`config.mk`:
```
export PLATFORM = sky130hd
export DESIGN_NAME = uart_rx_core
export DESIGN_NICKNAME = d
export VERILOG_FILES = /design/src/rtl/uart_rx_core.sv
export SDC_FILE = /design/constraint.sdc
export NUM_CORES = 1
export LEC_CHECK = 0
export ABC_AREA = 1
export BUFFER_PORTS_ARGS = -buffer_cell sky130_fd_sc_hd__buf_2
export CORE_ASPECT_RATIO = 1.2
export CORE_MARGIN = 4
export CORE_UTILIZATION = 62
export CTS_BUF_LIST = sky130_fd_sc_hd__clkbuf_16
export DETAILED_ROUTE_END_ITERATION = 10
export GPL_TIMING_DRIVEN = 1
export PLACE_DENSITY = 0.85
export SYNTH_ARGS = -nofsm -noshare
export SYNTH_HDL_FRONTEND = slang
export SYNTH_SLANG_ARGS = --single-unit
export TNS_END_PERCENT = 30
```
`constraint.sdc`:
```
create_clock -name clk -period 4.35 [get_ports clk]
set_input_delay 0.2175 -clock clk [delete_from_list [all_inputs] [get_ports clk]]
set_output_delay 0.2175 -clock clk [all_outputs]
set_load 0.1 [all_outputs]
```
`src/rtl/uart_rx_core.sv`:
```
// Oversampled UART receiver core: RTS-gated start detection, mid-bit sampling,
// 5..MAX_DATA_BITS data bits, optional parity, one or two stop bits, and
// parity/frame/break reporting on a one-clock data_valid_o pulse.
`timescale 1ns/1ps
module uart_rx_core #(
  parameter int OVERSAMPLE    = 16,
  parameter int MAX_DATA_BITS = 9
) (
  input  logic                     clk,
  input  logic                     reset_n,
  input  logic                     rx_en_i,
  input  logic                     rts_ni,
  input  logic                     rx_i,
  input  logic                     baud_tick_i,
  input  logic [3:0]               data_bits_i,
  input  logic [2:0]               parity_mode_i,
  input  logic                     stop_bits_i,
  output logic [MAX_DATA_BITS-1:0] data_o,
  output logic                     data_valid_o,
  output logic                     parity_err_o,
  output logic                     frame_err_o,
  output logic                     break_o,
  output logic                     busy_o
);

  localparam int              CW        = $clog2(OVERSAMPLE);
  localparam logic [CW-1:0]   MID_TICK  = CW'(OVERSAMPLE / 2 - 1);
  localparam logic [CW-1:0]   LAST_TICK = CW'(OVERSAMPLE - 1);
  localparam logic [3:0]      MAX_N     = 4'(MAX_DATA_BITS);

  typedef enum logic [2:0] {
    IDLE, RTS_WAIT, SCAN, START, DATA, PARITY, STOP, FINISH
  } state_t;

  state_t                   state_q, state_d;
  logic [CW-1:0]            tick_q;
  logic [3:0]               bit_q;
  logic [3:0]               n_q;
  logic [2:0]               par_q;
  logic                     stop2_q;
  logic [MAX_DATA_BITS-1:0] shift_q;
  logic                     xor_q, zero_q, perr_q, ferr_q;

  logic sample, in_frame, par_en, last_data, last_stop, exp_par;

  // Out-of-range widths are pulled into the supported 5..MAX_DATA_BITS window.
  function automatic logic [3:0] clamp_bits(input logic [3:0] b);
    if (b < 4'd5)       return 4'd5;
    else if (b > MAX_N) return MAX_N;
    else                return b;
  endfunction

  // START samples half a bit in; later states sample once per full bit period.
  assign sample    = baud_tick_i &&
                     (tick_q == ((state_q == START) ? MID_TICK : LAST_TICK));
  assign in_frame  = state_q inside {START, DATA, PARITY, STOP};
  assign par_en    = par_q inside {3'd1, 3'd2, 3'd3, 3'd4};
  assign last_data = (bit_q == n_q - 4'd1);
  assign last_stop = (bit_q == {3'b000, stop2_q});

  assign data_valid_o = (state_q == FINISH);
  assign busy_o       = state_q inside {START, DATA, PARITY, STOP, FINISH};

  // Expected parity bit from the running XOR of the data bits.
  always_comb begin
    // NOTE: every always_comb output gets a default first so no path can infer a latch.
    exp_par = 1'b0;
    case (par_q)
      3'd1:    exp_par = xor_q;
      3'd2:    exp_par = ~xor_q;
      3'd3:    exp_par = 1'b1;
      default: exp_par = 1'b0;
    endcase
  end

  // State register.
  always_ff @(posedge clk) begin
    // NOTE: reset is synchronous here, so it is tested only inside the clocked branch.
    if (!reset_n) state_q <= IDLE;
    else          state_q <= state_d;
  end

  // Next-state logic; enable and RTS only gate frame starts, never abort a frame.
  always_comb begin
    state_d = state_q;
    case (state_q)
      IDLE:     if (rx_en_i) state_d = RTS_WAIT;
      RTS_WAIT: if (!rts_ni)       state_d = SCAN;
                else if (!rx_en_i) state_d = IDLE;
      SCAN:     if (rts_ni)        state_d = RTS_WAIT;
                else if (!rx_en_i) state_d = IDLE;
                else if (!rx_i)    state_d = START;
      START:    if (sample) state_d = rx_i ? SCAN : DATA;
      DATA:     if (sample && last_data) state_d = par_en ? PARITY : STOP;
      PARITY:   if (sample) state_d = STOP;
      STOP:     if (sample && last_stop) state_d = FINISH;
      FINISH:   if (rx_en_i && !rts_ni && !rx_i) state_d = START;
                else if (rx_en_i && !rts_ni)     state_d = SCAN;
                else if (rx_en_i)                state_d = RTS_WAIT;
                else                             state_d = IDLE;
      default:  state_d = IDLE;
    endcase
  end

  // Tick/bit counters, configuration latch, data shift-in and result registers.
  always_ff @(posedge clk) begin
    if (!reset_n) begin
      // NOTE: sequential state uses non-blocking assignments so all registers update together.
      tick_q       <= '0;
      bit_q        <= '0;
      n_q          <= '0;
      par_q        <= '0;
      stop2_q      <= 1'b0;
      shift_q      <= '0;
      xor_q        <= 1'b0;
      zero_q       <= 1'b0;
      perr_q       <= 1'b0;
      ferr_q       <= 1'b0;
      data_o       <= '0;
      parity_err_o <= 1'b0;
      frame_err_o  <= 1'b0;
      break_o      <= 1'b0;
    end else begin
      // A tick arriving on the entry clock already belongs to START.
      if (state_d == START && state_q != START)
        tick_q <= baud_tick_i ? CW'(1) : '0;
      else if (in_frame && sample)
        tick_q <= '0;
      else if (in_frame && baud_tick_i)
        tick_q <= tick_q + 1'b1;

      case (state_q)
        START: if (sample && !rx_i) begin
          n_q     <= clamp_bits(data_bits_i);
          par_q   <= parity_mode_i;
          stop2_q <= stop_bits_i;
          bit_q   <= '0;
          shift_q <= '0;
          xor_q   <= 1'b0;
          zero_q  <= 1'b1;
          perr_q  <= 1'b0;
          ferr_q  <= 1'b0;
        end
        DATA: if (sample) begin
          shift_q <= {rx_i, shift_q[MAX_DATA_BITS-1:1]};
          xor_q   <= xor_q ^ rx_i;
          zero_q  <= zero_q & ~rx_i;
          bit_q   <= last_data ? 4'd0 : bit_q + 4'd1;
        end
        PARITY: if (sample) begin
          perr_q <= rx_i ^ exp_par;
          zero_q <= zero_q & ~rx_i;
        end
        STOP: if (sample) begin
          bit_q <= bit_q + 4'd1;
          if (!rx_i)        ferr_q <= 1'b1;
          if (bit_q == 4'd0) zero_q <= zero_q & ~rx_i;
          if (last_stop) begin
            // Bits entered at the top; shift the N received bits down to bit 0.
            data_o       <= shift_q >> (MAX_N - n_q);
            parity_err_o <= perr_q;
            frame_err_o  <= ferr_q | ~rx_i;
            break_o      <= (bit_q == 4'd0) ? (zero_q & ~rx_i) : zero_q;
          end
        end
        default: ;
      endcase
    end
  end

endmodule

```
==> flow_summary.yaml, run 1 <==
place:
  hpwl_um: 4423
  dp_cells: 440
  gp_congestion: 0.9057
  io_buffers: 27
  post-place-ws_ns: 1.974
global_routing:
  grt_use_total_pct: 25.44
  antenna_found_initial: 0
  grt_pass1_wl_um: 10310
  first_global_vias: 2378
  grt_max_degree: 29
  grt_overflow: 0
yosys:
  netlist_area_um2: 2495
  syn_avg_cell_area_um2: 6.780
  yosys_warnings: 0
  ys_types: 36
  synthCells: 368
  synth_fp_nets: 388
  yosysSeqAreaShare_pct: 35.31
  synth-seq-cells: 44
  yosys.area.top_type: "dfxtp_1"
  synth_area_leaders: "dfxtp_1 (35%), nand2_1 (14%), nor2_1 (6.8%)"
  yosysTopAreaCellShare_pct: 35.31
timing:
  maxSlewHeadroom_pct: 66.76
  min_period_ns: 2.397
  max_freq_mhz: 417.2
  rsz0062_at_grt: "false"
  finalHoldViolations: 0
  tns_ns: 0
  fin_ws_ns: 1.953
  final_max_slew_viol_count: 0
  setup_viol: 0
  fin_skew_ns: 0.008949
  fin_crit_sh_pct: 55.10
  worst_pin_slew_ns: 0.4979
route:
  drtAntennaViolNets: 0
  vias_per_cell: 5.647
  drt_first_iter_violations: 146
  wl_met2_um: 3121
  drc: 0
  top_layer: "met4"
  drt-total-wl_um: 5983
  first_pass_iters: 5
  wl_met3_um: 277
  drt-met1-wl_um: 2411
  dr_total_vias: 2530
  wire_per_inst_um: 13.35
worst_hold_path:
  holdPathEnd: "par_q[0]"
  hp-class: "in2reg"
  worstHoldStart: "parity_mode_i[0]"
  min_path_cells: 3
floorplan:
  io_pins: 28
  design.die.area_um2: 5107
  fp-row-count: 25
  die_h_um: 77.49
  die_w_um: 65.91
  start_util_pct: 63.81
  core-area_um2: 3910
clocking:
  cts_root_buffer: "clkbuf_16"
  cts_buffers: 5
  clk_pin_slew_worst_paths_ns: 0.07
  cts_tree: "built"
  cts-root-to-sink-buffers: 2
  clock_sinks: 44
  holdBufCountCts: 0
  cts-resized-gates: 0
  h-tree-depth: 2
  worstSkewPairLatency_ns: 0.29
  postCtsSetupBuffers: 0
setup_path:
  rr_worst_depth: 14
  cp.required_ns: 4.54
  worstSetupPathType: "reg2reg"
  cp.arrival_ns: 2.59
  reg2reg_setup_slack_ns: 1.95
  rr_endpoint: "tick_q[1]"
  crit_path_start_kind: "register"
  cp_cell_sequence: "inv_1 > ha_1 > xor2_1 > nand2_1 > nor2_1 > nand3_1 > nand2_1 > nand3_1 > nand2_2 > nand3_2 > nand3_1 > nand2_1 > inv_1 > nor2_1"
  crit_fanout: 16
  slowest_delay_ns: 0.62
  cpMaxStageDelayCell: "dfxtp_1"
  crit_path_end_kind: "register"
  worstReg2RegStart: "n_q[0]"
cells_and_area:
  most-common-layout-cells: "nand2_1 (90), nor2_1 (45), dfxtp_1 (44)"
  final_net_count: 413
  drive_gt1_share_pct: 13.71
  mostFrequentLayoutCell: "nand2_1"
  diodes: 0
  final_cells: 448
  multi_input_area_um2: 1399
  regArea_um2: 880.8
  area_delta_synth_final_pct: 12.99
  fill_cells: 335
status:
  status: "completed"
power:
  finalPower_w: 0.0008886
  powerDensity_nw_per_um2: 315.2
  p_leak_nw: 1.246
  peakVddDrop_mv: 0.3055
flow_run:
  cap_violations: 0
cells in the mapped netlist:
library cell / instances
nand2_2: 5
o21ai_2: 1
o41a_1: 1
nand3_1: 16
o2111ai_1: 1
inv_2: 3
a21oi_1: 20
a221oi_1: 1
a21boi_0: 1
nor3b_2: 1
or2_2: 1
ha_1: 6
inv_1: 42
a211oi_1: 4
nand3_4: 1
nand3b_2: 1
buf_2: 2
clkbuf_1: 6
clkbuf_8: 1
o21ai_0: 23
mux2i_1: 1
dfxtp_1: 44
o21bai_2: 1
nand3_2: 1
nand2_1: 90
o221ai_1: 1
nand4_1: 5
nor2_2: 2
nor2_4: 3
xor2_1: 4
nor2_1: 45
a22oi_1: 9
a31oi_1: 6
o211ai_1: 5
nor3_1: 13
o31ai_1: 1
state kept, by name, indices dropped and copies added, names as in the netlist, 3 cells and up:
| register | flops |
|---|---|
| tick_q | 4 |
| bit_q | 4 |
| par_q | 3 |
| data_o | 9 |
| state_q | 3 |
| n_q | 4 |
| shift_q | 9 |
report_power, final:
part	switching (W)	internal [W]
Combinational	0.0000343	0.0000173
Sequential	0.00000641	0.000407
Clock	0.000154	0.000270
worst max path at each step:
stage                     startpoint   endpoint  slack, ns
after detailed placement      n_q[0]  tick_q[1]       1.97
final                         n_q[0]  tick_q[1]       1.95
after global placement        n_q[0]  tick_q[1]       2.06
after floorplan           state_q[0]  tick_q[0]       1.57
after CTS                     n_q[0]  tick_q[1]       1.96
after global routing          n_q[0]  tick_q[1]       1.59
per-layer routing:
metal | up-vias | track usage [%]
li1 | 1265 | -
met1 | 1175 | 29.19
met2 | 75 | 44.53
met3 | 15 | 4.631
met4 | 0 | 11.83
met5 | - | 0
metrics by stage:
stage | hold slack, ns | util [%] | cell area, µm²
3_3_place_gp | 0.4510 | 67.81 | 2651
4_1_cts | 0.1793 | 72.10 | 2819
2_1_floorplan | 0.3497 | - | 2495
3_5_place_dp | 0.4536 | 67.81 | 2651
6_report | 0.1730 | 72.10 | 2819
5_1_grt | 0.1784 | 72.10 | 2819
cell type report:
cell class,instances,share of cell area [%]
multi-input combinational,270,49.62
sequential,44,31.25
inverter,45,5.992
timing repair buffer,27,4.794
clock buffer,5,4.439
tap,54,2.397
clock inverter,3,1.509
cell families (layout without fill, tap and decap cells):
family | count (synthesis) | in the layout | share of synthesized area [%]
AOI/OAI and AO/OA | 75 | 75 | 18.46
xor gates and xnor gates | 4 | 4 | 1.404
adders and majority gates | 6 | 6 | 3.009
buffers and inverters | 54 | 80 | 8.626
DFF | 44 | 44 | 35.31
muxes | 1 | 1 | 0.4012
and+or+nand+nor | 184 | 184 | 32.80
critical path: cells and delay by family, from the launching register on:
family / cells / cell delay (ns)
DFF: 1 / 0.62
and+or+nand+nor: 10 / 0.94
buffers and inverters: 2 / 0.26
xor gates and xnor gates: 1 / 0.14
adders and majority gates: 1 / 0.34
(Power assumes the default switching activity.)
==> run 2: changes to the inputs <==
Settings changed: CORE_UTILIZATION 62 to 52, PLACE_DENSITY 0.85 to 0.76.
Clock period 4.35 ns to 2.05 ns, I/O delays scaled along.
==> run 2 against run 1 <==
Effect of this change: design area is 4.0% higher; final cell count is 3.3% higher; combinational power is 120% higher.
==> flow_summary.yaml, run 2 (synthesis results as in run 1) <==
status:
  status: "completed"
route:
  wire_per_inst_um: 12.84
  drtAntennaViolNets: 0
  first_pass_iters: 5
  vias_per_cell: 5.421
  drt_first_iter_violations: 173
  dr_total_vias: 2510
  drt-total-wl_um: 5945
  drc: 0
clocking:
  holdBufCountCts: 0
  clock_sinks: 44
  cts_tree: "built"
  cts-root-to-sink-buffers: 2
  cts_buffers: 5
  worstSkewPairLatency_ns: 0.28
  cts_root_buffer: "clkbuf_16"
  h-tree-depth: 2
  clk_pin_slew_worst_paths_ns: 0.06
power:
  p_leak_nw: 1.288
  powerDensity_nw_per_um2: 604.9
  peakVddDrop_mv: 0.4740
  power_frac_clock_pct: 44.0
  p_sw_w: 0.0004215
  intPower_w: 0.001353
  p_sw_share_pct: 23.76
  combPwrFrac_pct: 6.6
  seqPwrFrac_pct: 49.5
cells_and_area:
  area_delta_synth_final_pct: 17.55
  final_net_count: 424
  most-common-layout-cells: "nand2_1 (89), nor2_1 (43), inv_1 (42), dfxtp_1 (42), buf_2 (27)"
  fin_area_um2: 2933
  mostFrequentLayoutCell: "nand2_1"
  drive_gt1_share_pct: 18.02
  top_regs: "data_o: 9 flops, shift_q: 9 flops"
  diodes: 0
place:
  placed_cell_area_um2: 2746
  io_buffers: 27
  hpwl_um: 4426
  gp_congestion: 0.9166
setup_path:
  crit_fanout: 10
  cpMaxStageDelayCell: "dfxtp_1"
  crit_path_end_kind: "register"
  cp.required_ns: 2.26
  cp_cell_sequence: "inv_4 > nor2_4 > nand2_1 > nor3_2 > nand2_2 > nor2_1 > o221ai_1 > a21oi_1"
  slowest_delay_ns: 0.44
  path_buf_inv: 1
  cp.arrival_ns: 2.19
  crit_path_start_kind: "register"
  critPathTopFamily: "simple AND/OR/NAND/NOR gates"
  worstSetupPathType: "reg2reg"
floorplan:
  fp-row-count: 27
  design.die.area_um2: 5974
  core-area_um2: 4628
  die_w_um: 71.23
  die_h_um: 83.88
  start_util_pct: 53.91
  io_pins: 28
timing:
  worst_pin_slew_ns: 0.4972
  max_freq_mhz: 506.7
  setup_viol: 0
  whs_ns: 0.07078
  finalHoldViolations: 0
  min_period_ns: 1.974
  maxSlewHeadroom_pct: 66.80
  fin_crit_sh_pct: 96.28
  fin_skew_ns: 0.004025
  final_max_slew_viol_count: 0
global_routing:
  grt_max_degree: 29
  grt_pass1_wl_um: 10280
  antenna_found_initial: 0
  grt_overflow: 0
  grt_use_total_pct: 21.26
  first_global_vias: 2365
worst_hold_path:
  hp-class: "in2reg"
flow_run:
  cap_violations: 0
## run 2: changes by cell type in the layout (fill, tap and decap cells not counted), moves of 2 or more
cell	before	now
dfxtp_2	0	2
dfxtp_1	44	42
buf_4	0	11
nor2_4	3	5
nor2_1	45	43
## run 2: per-stage QoR
step	worst slack, ns	std cells	setup TNS [ns]	util [%]	power (W)
after floorplan	0.08263	368	0	-	0.0009701
after global placement	0.02893	455	0	59.34	0.001004
after detailed placement	0.01516	455	0	59.34	0.001006
after CTS	0.01176	463	0	62.42	0.001778
after global routing	-0.002109	463	-0.002109	63.37	0.001836
final	0.07626	463	0	63.37	0.001774
## run 2: worst reg2reg max path, cell delays in order, from the launching register on
cell and delay [ns]:
dfxtp_1 0.44, inv_4 0.12, nor2_4 0.13, nand2_1 0.14, nor3_2 0.32, nand2_2 0.16
nor2_1 0.28, o221ai_1 0.18, a21oi_1 0.14
## run 2: metal layers
layer	track usage (%)	share of wire [%]
met5	0	0
met4	9.744	3.1
met3	3.855	4.2
met2	36.79	51
met1	24.89	42
## run 2: layout make-up
cell class / count / area, µm²
clock buffer: 5 / 125.1
clock inverter: 3 / 17.52
fill: 436 / 1695
inverter: 45 / 171.4
multi-input combinational: 270 / 1445
sequential: 44 / 883.3
tap: 58 / 72.57
timing repair buffer: 38 / 217.7
## run 2: repair_timing
| item | CTS | global route |
|---|---|---|
| resized for setup | 0 | 11 |
| setup buffers | 0 | 0 |
| endpoints found under the setup margin | 0 | 23 |
## run 2: path summary, 6_finish.rpt
| check | cells after the start | slack [ns] | startpoint | to |
|---|---|---|---|---|
| max | 8 | 0.08 | state_q[2] | data_o[1] |
| min reg2reg | 2 | 0.46 | data_o[4] | data_o[4] |
| min | 3 | 0.07 | parity_mode_i[0] | par_q[0] |
| max reg2reg | 8 | 0.08 | state_q[2] | data_o[1] |
## run 2: power by group through the flow
stage	sequential, W	clock (W)	combinational, W
4_1_cts	0.000876	0.000790	0.000111
3_5_place_dp	0.000896	0	0.000111
3_3_place_gp	0.000895	0	0.000109
5_1_grt	0.000878	0.000828	0.000130
6_report	0.000877	0.000780	0.000116
2_1_floorplan	0.000890	0	0.0000802
